==> src/rtl/scie_fir_pkg.sv <==
// rtl/scie_fir_pkg.sv - shared opcodes and FSM state type for the multi-channel SCIE FIR
package scie_fir_pkg;

   localparam logic [6:0] OP_SETCOEF = 7'h0B;
   localparam logic [6:0] OP_PUSH    = 7'h2B;
   localparam logic [6:0] OP_READ    = 7'h5B;
   localparam logic [6:0] OP_CLEAR   = 7'h7B;

   typedef enum logic {
      IDLE = 1'b0,
      MAC  = 1'b1
   } state_e;

endpackage

==> src/rtl/scie_fir_mac.sv <==
// rtl/scie_fir_mac.sv - registered multiply-accumulate; signed saturating when SCIE_FIR_SAT_EN is defined
module scie_fir_mac #(
   parameter int DATA_W = 32
) (
   input  logic              clock,
   input  logic              reset,
   input  logic              clr,
   input  logic              en,
   input  logic [DATA_W-1:0] coef,
   input  logic [DATA_W-1:0] samp,
   output logic [DATA_W-1:0] sum
);

   logic [DATA_W-1:0] acc_q, acc_d;

`ifdef SCIE_FIR_SAT_EN
   localparam logic signed [2*DATA_W:0] SAT_MAX = {{(DATA_W+2){1'b0}}, {(DATA_W-1){1'b1}}};
   localparam logic signed [2*DATA_W:0] SAT_MIN = {{(DATA_W+2){1'b1}}, {(DATA_W-1){1'b0}}};

   logic signed [DATA_W-1:0]   coef_s, samp_s, acc_s;
   logic signed [2*DATA_W-1:0] prod_w;
   logic signed [2*DATA_W:0]   sum_w;

   // Full-width signed product added to the running sum, then clamped to DATA_W range
   always_comb begin
      coef_s = coef;
      samp_s = samp;
      acc_s  = acc_q;
      prod_w = coef_s * samp_s;
      sum_w  = acc_s + prod_w;
      if (sum_w > SAT_MAX) begin
         sum = SAT_MAX[DATA_W-1:0];
      end else if (sum_w < SAT_MIN) begin
         sum = SAT_MIN[DATA_W-1:0];
      end else begin
         sum = sum_w[DATA_W-1:0];
      end
   end
`else
   logic [DATA_W-1:0] prod;

   // Unsigned product truncated to DATA_W; accumulation wraps
   always_comb begin
      prod = coef * samp;
      sum  = acc_q + prod;
   end
`endif

   // Clear wins over enable so a new PUSH always starts from zero
   always_comb begin
      acc_d = acc_q;
      if (clr) begin
         acc_d = '0;
      end else if (en) begin
         acc_d = sum;
      end
   end

   // Accumulator register
   always_ff @(posedge clock or negedge reset) begin
      if (!reset) begin
         acc_q <= '0;
      end else begin
         acc_q <= acc_d;
      end
   end

endmodule

==> src/rtl/scie_fir_mc.sv <==
// rtl/scie_fir_mc.sv - multi-channel time-shared FIR custom-instruction unit (option: SCIE_FIR_SAT_EN)
module scie_fir_mc
   import scie_fir_pkg::*;
#(
   parameter int DATA_W   = 32,
   parameter int TAPS     = 5,
   parameter int CHANNELS = 2
) (
   input  logic              clock,
   input  logic              reset,
   input  logic              io_valid,
   output logic              io_ready,
   input  logic [31:0]       io_insn,
   input  logic [DATA_W-1:0] io_rs1,
   input  logic [DATA_W-1:0] io_rs2,
   output logic [DATA_W-1:0] io_rd,
   output logic              io_busy
);

   localparam int CH_W  = (CHANNELS > 1) ? $clog2(CHANNELS) : 1;
   localparam int TAP_W = $clog2(TAPS);
   localparam logic [DATA_W-1:0] TAPS_LIM = DATA_W'(TAPS);
   localparam logic [DATA_W-1:0] CH_LIM   = DATA_W'(CHANNELS);
   localparam logic [TAP_W-1:0]  K_LAST   = TAP_W'(TAPS - 1);

   state_e            state_q, state_d;
   logic [TAP_W-1:0]  k_q, k_d;
   logic [CH_W-1:0]   ch_q, ch_d;
   logic [DATA_W-1:0] rd_q, rd_d;
   logic [DATA_W-1:0] coef_q [TAPS];
   logic [DATA_W-1:0] coef_d [TAPS];
   logic [DATA_W-1:0] x_q    [CHANNELS][TAPS];
   logic [DATA_W-1:0] x_d    [CHANNELS][TAPS];
   logic [DATA_W-1:0] res_q  [CHANNELS];
   logic [DATA_W-1:0] res_d  [CHANNELS];

   logic              accept;
   logic [6:0]        opcode;
   logic [CH_W-1:0]   ch_sel;
   logic [TAP_W-1:0]  tap_sel;
   logic              mac_clr, mac_en;
   logic [DATA_W-1:0] mac_coef, mac_samp, mac_sum;
   logic              unused_insn;

   assign unused_insn = ^io_insn[31:7];
   assign io_ready    = (state_q == IDLE);
   assign io_busy     = ~io_ready;
   assign io_rd       = rd_q;

   // Command decode, delay-line shift and MAC sequencing; one tap per cycle while busy
   always_comb begin
      state_d  = state_q;
      k_d      = k_q;
      ch_d     = ch_q;
      rd_d     = rd_q;
      coef_d   = coef_q;
      x_d      = x_q;
      res_d    = res_q;
      mac_clr  = 1'b0;
      mac_en   = 1'b0;
      accept   = io_valid && (state_q == IDLE);
      opcode   = io_insn[6:0];
      ch_sel   = io_rs2[CH_W-1:0];
      tap_sel  = io_rs2[TAP_W-1:0];
      mac_coef = coef_q[k_q];
      mac_samp = x_q[ch_q][k_q];

      if (state_q == MAC) begin
         mac_en = 1'b1;
         if (k_q == K_LAST) begin
            res_d[ch_q] = mac_sum;
            state_d     = IDLE;
            k_d         = '0;
         end else begin
            k_d = k_q + 1'b1;
         end
      end else if (accept) begin
         case (opcode)
            OP_SETCOEF: begin
               if (io_rs2 < TAPS_LIM) begin
                  coef_d[tap_sel] = io_rs1;
               end
            end
            OP_PUSH: begin
               if (io_rs2 < CH_LIM) begin
                  for (int k = TAPS - 1; k > 0; k--) begin
                     x_d[ch_sel][k] = x_q[ch_sel][k-1];
                  end
                  x_d[ch_sel][0] = io_rs1;
                  ch_d           = ch_sel;
                  k_d            = '0;
                  state_d        = MAC;
                  mac_clr        = 1'b1;
               end
            end
            OP_READ: begin
               rd_d = (io_rs2 < CH_LIM) ? res_q[ch_sel] : '0;
            end
            OP_CLEAR: begin
               for (int c = 0; c < CHANNELS; c++) begin
                  if (io_rs2[DATA_W-1] || (io_rs2 == DATA_W'(c))) begin
                     res_d[c] = '0;
                     for (int k = 0; k < TAPS; k++) begin
                        x_d[c][k] = '0;
                     end
                  end
               end
            end
            default: begin
            end
         endcase
      end
   end

   // All architectural state; reset aborts any MAC in flight without writing a result
   always_ff @(posedge clock or negedge reset) begin
      if (!reset) begin
         state_q <= IDLE;
         k_q     <= '0;
         ch_q    <= '0;
         rd_q    <= '0;
         for (int k = 0; k < TAPS; k++) begin
            coef_q[k] <= '0;
         end
         for (int c = 0; c < CHANNELS; c++) begin
            res_q[c] <= '0;
            for (int k = 0; k < TAPS; k++) begin
               x_q[c][k] <= '0;
            end
         end
      end else begin
         state_q <= state_d;
         k_q     <= k_d;
         ch_q    <= ch_d;
         rd_q    <= rd_d;
         coef_q  <= coef_d;
         x_q     <= x_d;
         res_q   <= res_d;
      end
   end

   scie_fir_mac #(
      .DATA_W (DATA_W)
   ) u_mac (
      .clock (clock),
      .reset (reset),
      .clr   (mac_clr),
      .en    (mac_en),
      .coef  (mac_coef),
      .samp  (mac_samp),
      .sum   (mac_sum)
   );

endmodule
==> config.mk <==
export PLATFORM = sky130hd
export DESIGN_NAME = scie_fir_mc
export DESIGN_NICKNAME = d
export VERILOG_FILES = /design/src/rtl/scie_fir_pkg.sv /design/src/rtl/scie_fir_mac.sv /design/src/rtl/scie_fir_mc.sv
export SDC_FILE = /design/constraint.sdc
export NUM_CORES = 2
export LEC_CHECK = 0
export BUFFER_PORTS_ARGS = -buffer_cell sky130_fd_sc_hd__buf_4
export CORE_UTILIZATION = 52
export CTS_BUF_LIST = sky130_fd_sc_hd__clkbuf_4 sky130_fd_sc_hd__clkbuf_8 sky130_fd_sc_hd__clkbuf_16
export DETAILED_ROUTE_END_ITERATION = 10
export PLACE_DENSITY = 0.69
export RECOVER_POWER = 50
export SETUP_SLACK_MARGIN = 0.15
export SLEW_MARGIN = 20
export SYNTH_ARGS = -nofsm -noshare
export SYNTH_HDL_FRONTEND = slang
export SYNTH_SLANG_ARGS = --single-unit
export TNS_END_PERCENT = 5
==> constraint.sdc <==
create_clock -name clock -period 8.69 [get_ports clock]
set_clock_uncertainty 0.05 [all_clocks]
set_input_delay 0 -clock clock [delete_from_list [all_inputs] [get_ports clock]]
set_output_delay 0 -clock clock [all_outputs]
set_load 0.03 [all_outputs]
Yosys cells after proc, flatten, opt, wreduce, memory -nomap -nowiden. Cells that the tools add are included.

Register bits: 613. Bits of input ports: 99. Output and inout port bits: 34.

Add/subtract/negate cells: 2. Multiply operators: 1. Magnitude comparators: 9. Eq/ne operators: 10. Mux-type cells: 61. Bitwise logic cells: 5. Reduce and logical (&&, ||, !) cells: 23.

Operators with widths (count): $bwmux 320 (5); $mux 160 (9); $demux 160 s1 (5); $pmux 320 s2 (1); $mux 32 (15); $mux 320 (1); $mux 64 (5); $bmux 32 s3 (2); $bwmux 160 (1); $mux 128 (1); $demux 32 s3 (1); $mux 96 (1); $bwmux 64 (1); $add 32x32->32 (1); $demux 32 s1 (1); $eq 32x1->1 const B (1); $logic_not 32->1 (1); $lt 32x2->1 const B (1); $lt 32x3->1 const B (1); $mul 32x32->32 (1); $reduce_and 4->1 (4); $reduce_bool 2->1 (8); $mux 3 (5); $eq 7x7->1 const B (2); other kinds (18) (37).

Longest topological paths before layout.
Word-level depth: 12. Gate-level depth with buffers: 37.

Modules after synthesis. From an unflattened synthesis, not the netlist that was laid out.

Cell total of the unflattened synthesis: 4486. Area total of the unflattened synthesis: 46186.8 um^2.

Modules (own cells, without submodules): scie_fir_mc (instances 1, cells an instance 2504, area each 27993.1 um^2); scie_fir_mac (instances 1, cells an instance 1982, area each 18193.7 um^2).

Worst setup path before layout. No wires, ideal clock.

Kind: register to register. Start point: reg ch_q. End point: reg res_q[31] (netlist bit). Arrival time: 8.353 ns. Required time: 8.519 ns. Slack: 0.166 ns. Cell stages (with the launch flop): 35. Clock period less this slack: 8.524 ns. Cell sequence: dfrtp_1 buf_6 buf_12 buf_6 mux4_2 mux2i_1 o22a_1 clkbuf_1 clkbuf_1 nor2_1 fa_1 inv_1 fa_1 inv_1 fa_1 inv_1 fa_1 inv_1 fa_1 fa_1 fa_1 inv_1 fa_1 inv_1 ha_1 a21o_1 a21o_1 a21o_1 a21o_1 a21o_1 a41oi_1 nor3_1 a211oi_2 xnor2_2 a22o_1.

Longest elaborated chain between the ends: 12. Elaborated cells between the ends (all ways): 17. Those cells by class: 1 x add/sub; 1 x mul; 2 x order compare; 11 x mux; 1 x bitwise; 1 x reduce/logical.

Ends and longest elaborated chain: from (decl) (RTL line scie_fir_mc.sv:28) `logic [CH_W-1:0] ch_q, ch_d;`; from (signal assigned) (RTL line scie_fir_mc.sv:134) `ch_q <= ch_d;`; $not 1->2 (not written as such) (*) (RTL line scie_fir_mc.sv:66, scie_fir_mc.sv:71); $mux 160 (not written as such) (3 in a row) (RTL line scie_fir_mc.sv:66) `mac_samp = x_q[ch_q][k_q];`; $bmux 32 s3 (RTL line scie_fir_mc.sv:66); $mux 32 (not written as such) (2 in a row) (RTL line scie_fir_mc.sv:66); $mul 32x32->32 (RTL line scie_fir_mac.sv:44) `prod = coef * samp;`; $add 32x32->32 (RTL line scie_fir_mac.sv:45) `sum = acc_q + prod;`; $bwmux 64 (*) (RTL line scie_fir_mc.sv:71) `res_d[ch_q] = mac_sum;`; $mux 64 (*) (RTL line scie_fir_mc.sv:70) `if (k_q == K_LAST) begin`; $mux 64 (*) (RTL line scie_fir_mc.sv:68) `if (state_q == MAC) begin`; to (signal assigned) (RTL line scie_fir_mc.sv:138) `res_q <= res_d;`; to (decl) (RTL line scie_fir_mc.sv:34) `logic [DATA_W-1:0] res_q [CHANNELS];`.

Mark *: on every way between the ends. The rest lies on a longest branch, timed or not. The select of a mux whose other input is x is not followed. A chain may end at the register's enable or synchronous reset.

Worst setup path in the final report. Same ends and word-level chain as after synthesis.

==> results.ini <==
[timing]
timing_worst_slew_pin_value_ps=5070
final_max_slew_viol_count=392
layout_worst_path_cycle_share_pct=97.44
setup-tns-final_ps=0
slew_headroom_pct=-238.0
finalSetupViolCount=0
max_clock_freq_mhz=118.1
unrepaired_setup_endpoints_after_global_routing=true
time_the_worst_path_needs_with_i_o_delays_and_setup_ps=8468
timing.final.hold_violations=0

[placed_design]
weighted_congestion_reported_at_the_end_of_routability_driven_placement=0.9348
io_buffer_count=107
place_hpwl_um=86540

[clock_tree]
ctsHtreeMaxLevel=3
cts_buffers=69
numClockSinks=613
tritoncts=done
clk-insertion-delay-late_ps=650
max-clock-path-buffers=3
cts-root-buf=clkbuf_16
path_clk_slew_ps=60

[worst_setup_path]
worst-path-max-fanout=11
most_used_cell_cp=fa_1
worst_path_largest_cell_delay_ps=540
worst-setup-path-type=reg2reg
cp_data_arrival_time_ps=8920
end_kind=register
critical_path.slowest_cell=fa_1
critPathLaunchType=register
timing.critical_path.required_ps=9140

[synth]
synth_enable_flop_cells=0
syn_area_per_cell_um2=9.907
netlist_top_cells_area=dfrtp_1 (35%), fa_1 (20%), nand2_1 (7.1%)
postSynthNetCount=5127
leading_post_synthesis_cells_by_instance_count=nand2_1 (832), dfrtp_1 (613), inv_1 (503)
yosys_warnings=0
synthesis.instances=4464
synthArstFlopShare_pct=100.0
synth.lib_cells_used.distinct=75
post-synth-top-area-fraction_pct=34.68
yosys_register_bits=613
synth.most_common_cell=nand2_1
synth.yosys.seq_area_share_pct=34.68
post-synth-top-area-cell=dfrtp_1
post_synth_instance_area_mm2=0.04423
synthFlopType=dfrtp_1

[power_and_ir_drop]
switchingPower_uw=1455
powerDensity_mw_per_mm2=123.5
power.clock.fraction_pct=50.3
cellLeakagePower_uw=0.02520
swShare_pct=23.32
internal_power_uw=4784
combinationalPowerShare_pct=3.6
power.share.sequential_pct=46.1
power.ir.vdd_worst_v=0.0001553

[run_status]
violations_in_the_final_reports=capacitance limit, slew limit
status=finished with violations

[finish]
fillers=7014
final_layout_net_count=5304
final_layout_size_suffix_gt1_share_pct=16.96
antenna_cells=0
utilization_pct=60.19
area_delta_synth_final_pct=14.26

[route]
routed_via_density=5.635
vias=32830
finalWirelength_um=123000
antenna_violating_nets_left=0
routed_wire_length_per_instance_um=21.11
route.detailed.drc=0
drt_first_iter_violations=2629
drt_first_pass_iters=5

[global_routing]
grt_max_degree=161
tot_gr_track_use_pct=29.32
grt_pass1_vias=33530
grt_first_pass_wirelength_um=194800
grt_antenna_before_repair=2
grt_overflow=0

[floorplan]
die_h_um=293.6
core_mm2=0.08395
floorplan.initialDensity_pct=52.68
die_width_um=293.6
number_of_core_rows=106
boundaryPins=133
die-area_mm2=0.08622

[min_path]
min-delay-path-class=in2reg

[run]
maxCapViolCount=4

==> power groups by stage <==
stage / Combinational [uW] / Sequential [uW] / Clock, uW
5_1_grt: 248 / 2870 / 3300
6_report: 227 / 2870 / 3140
2_1_floorplan: 64.7 / 2920 / 0
3_3_place_gp: 212 / 2920 / 0
4_1_cts: 229 / 2870 / 3190
3_5_place_dp: 213 / 2920 / 0
==> logic make-up (layout without fill, tap and decap cells) <==
logic type | after synthesis | after routing | synth area share (%)
compound gates | 340 | 340 | 5.661
flops | 613 | 613 | 34.68
fa+ha+maj | 564 | 564 | 23.39
mux | 374 | 374 | 10.76
xor+xnor | 85 | 85 | 1.816
simple gates | 1705 | 1705 | 16.48
buf+inv | 783 | 1012 | 7.209
==> what timing repair did <==
item / 4_1_cts / 5_1_grt
hold endpoints to repair: 360 / 0
setup buffers: 9 / 7
setup endpoints to repair: 12 / 27
pin swaps: 2 / 12
resized for setup: 15 / 49
cloned: 0 / 1
hold buffers: 40 / 0
==> cell type report <==
| class | instances | area (um^2) | area share [%] |
|---|---|---|---|
| multi-input combinational | 3068 | 25990 | 51.44 |
| sequential | 613 | 15350 | 30.39 |
| timing repair buffer | 382 | 3395 | 6.718 |
| clock buffer | 96 | 2046 | 4.048 |
| inverter | 507 | 1903 | 3.766 |
| tap | 1134 | 1419 | 2.808 |
| clock inverter | 27 | 419.2 | 0.8295 |
==> cell usage in the layout (no fill, tap or decap), types with 31 or more instances in the layout <==
| cell type | n |
|---|---|
| or2_2 | 38 |
| o21ai_0 | 31 |
| xnor2_1 | 60 |
| clkbuf_1 | 33 |
| dfrtp_1 | 609 |
| ha_1 | 126 |
| fa_1 | 435 |
| buf_4 | 257 |
| nor2_1 | 348 |
| mux2i_1 | 130 |
| a21oi_1 | 38 |
| inv_1 | 502 |
| buf_12 | 37 |
| mux2_2 | 172 |
| dlygate4sd3_1 | 40 |
| a22o_1 | 80 |
| nand2_1 | 827 |
| nand3_1 | 333 |
| nand2b_1 | 77 |
| mux4_2 | 63 |
| o31ai_1 | 35 |
| clkbuf_16 | 72 |
==> worst paths after layout <==
| kind | depth (start not counted) | start | slack, ps | endpoint |
|---|---|---|---|---|
| max reg2reg | 28 | ch_q | 220 | res_q[31] |
| max in group asynchronous | 4 | reset | 1820 | x_q[59] |
| min in group asynchronous | 3 | reset | 2220 | u_mac.acc_q[4] |
| max | 28 | ch_q | 220 | res_q[31] |
| min reg2reg | 2 | x_q[8] | 410 | x_q[8] |
| min | 6 | io_rs2[31] | 80 | res_q[3] |
==> worst max-delay path: cells and delay by family (launching register included) <==
kind	cells	cell delay (ps)
simple gates	1	150
mux	2	720
compound gates	2	340
buf+inv	5	730
xor+xnor	10	1990
fa+ha+maj	8	3830
flops	1	490
==> metrics by stage <==
step | hold WS, ps | std cells | cell area (um^2) | power, uW | worst slack (ps)
after floorplan | -345.6 | 4464 | 44230 | 2987 | 165.7
after global placement | 33.87 | 5647 | 47410 | 3136 | 76.19
after detailed placement | 35.16 | 5647 | 47410 | 3138 | -69.73
after CTS | 55.07 | 5819 | 50390 | 6290 | 123.7
after global routing | 117.6 | 5827 | 50530 | 6416 | -83.86
final | 78.86 | 5827 | 50530 | 6239 | 222.4
==> sequential cells by signal, summed over array words and instances, names as in the netlist <==
signal,count
x_q,320
io_rd,32
coef_q,160
k_q,3
ch_q,1
res_q,64
io_busy,1
u_mac.acc_q,32
==> metal layers <==
metal	vias up	track usage (%)	wire length, um	part of all wire, %
li1	14680	-	-	-
met1	16680	41.31	52150	42
met2	1253	46.06	57030	46
met3	220	5.642	9777	7.9
met4	2	9.045	4014	3.3
met5	-	0	13	0.011
(Power assumes the default switching activity.)
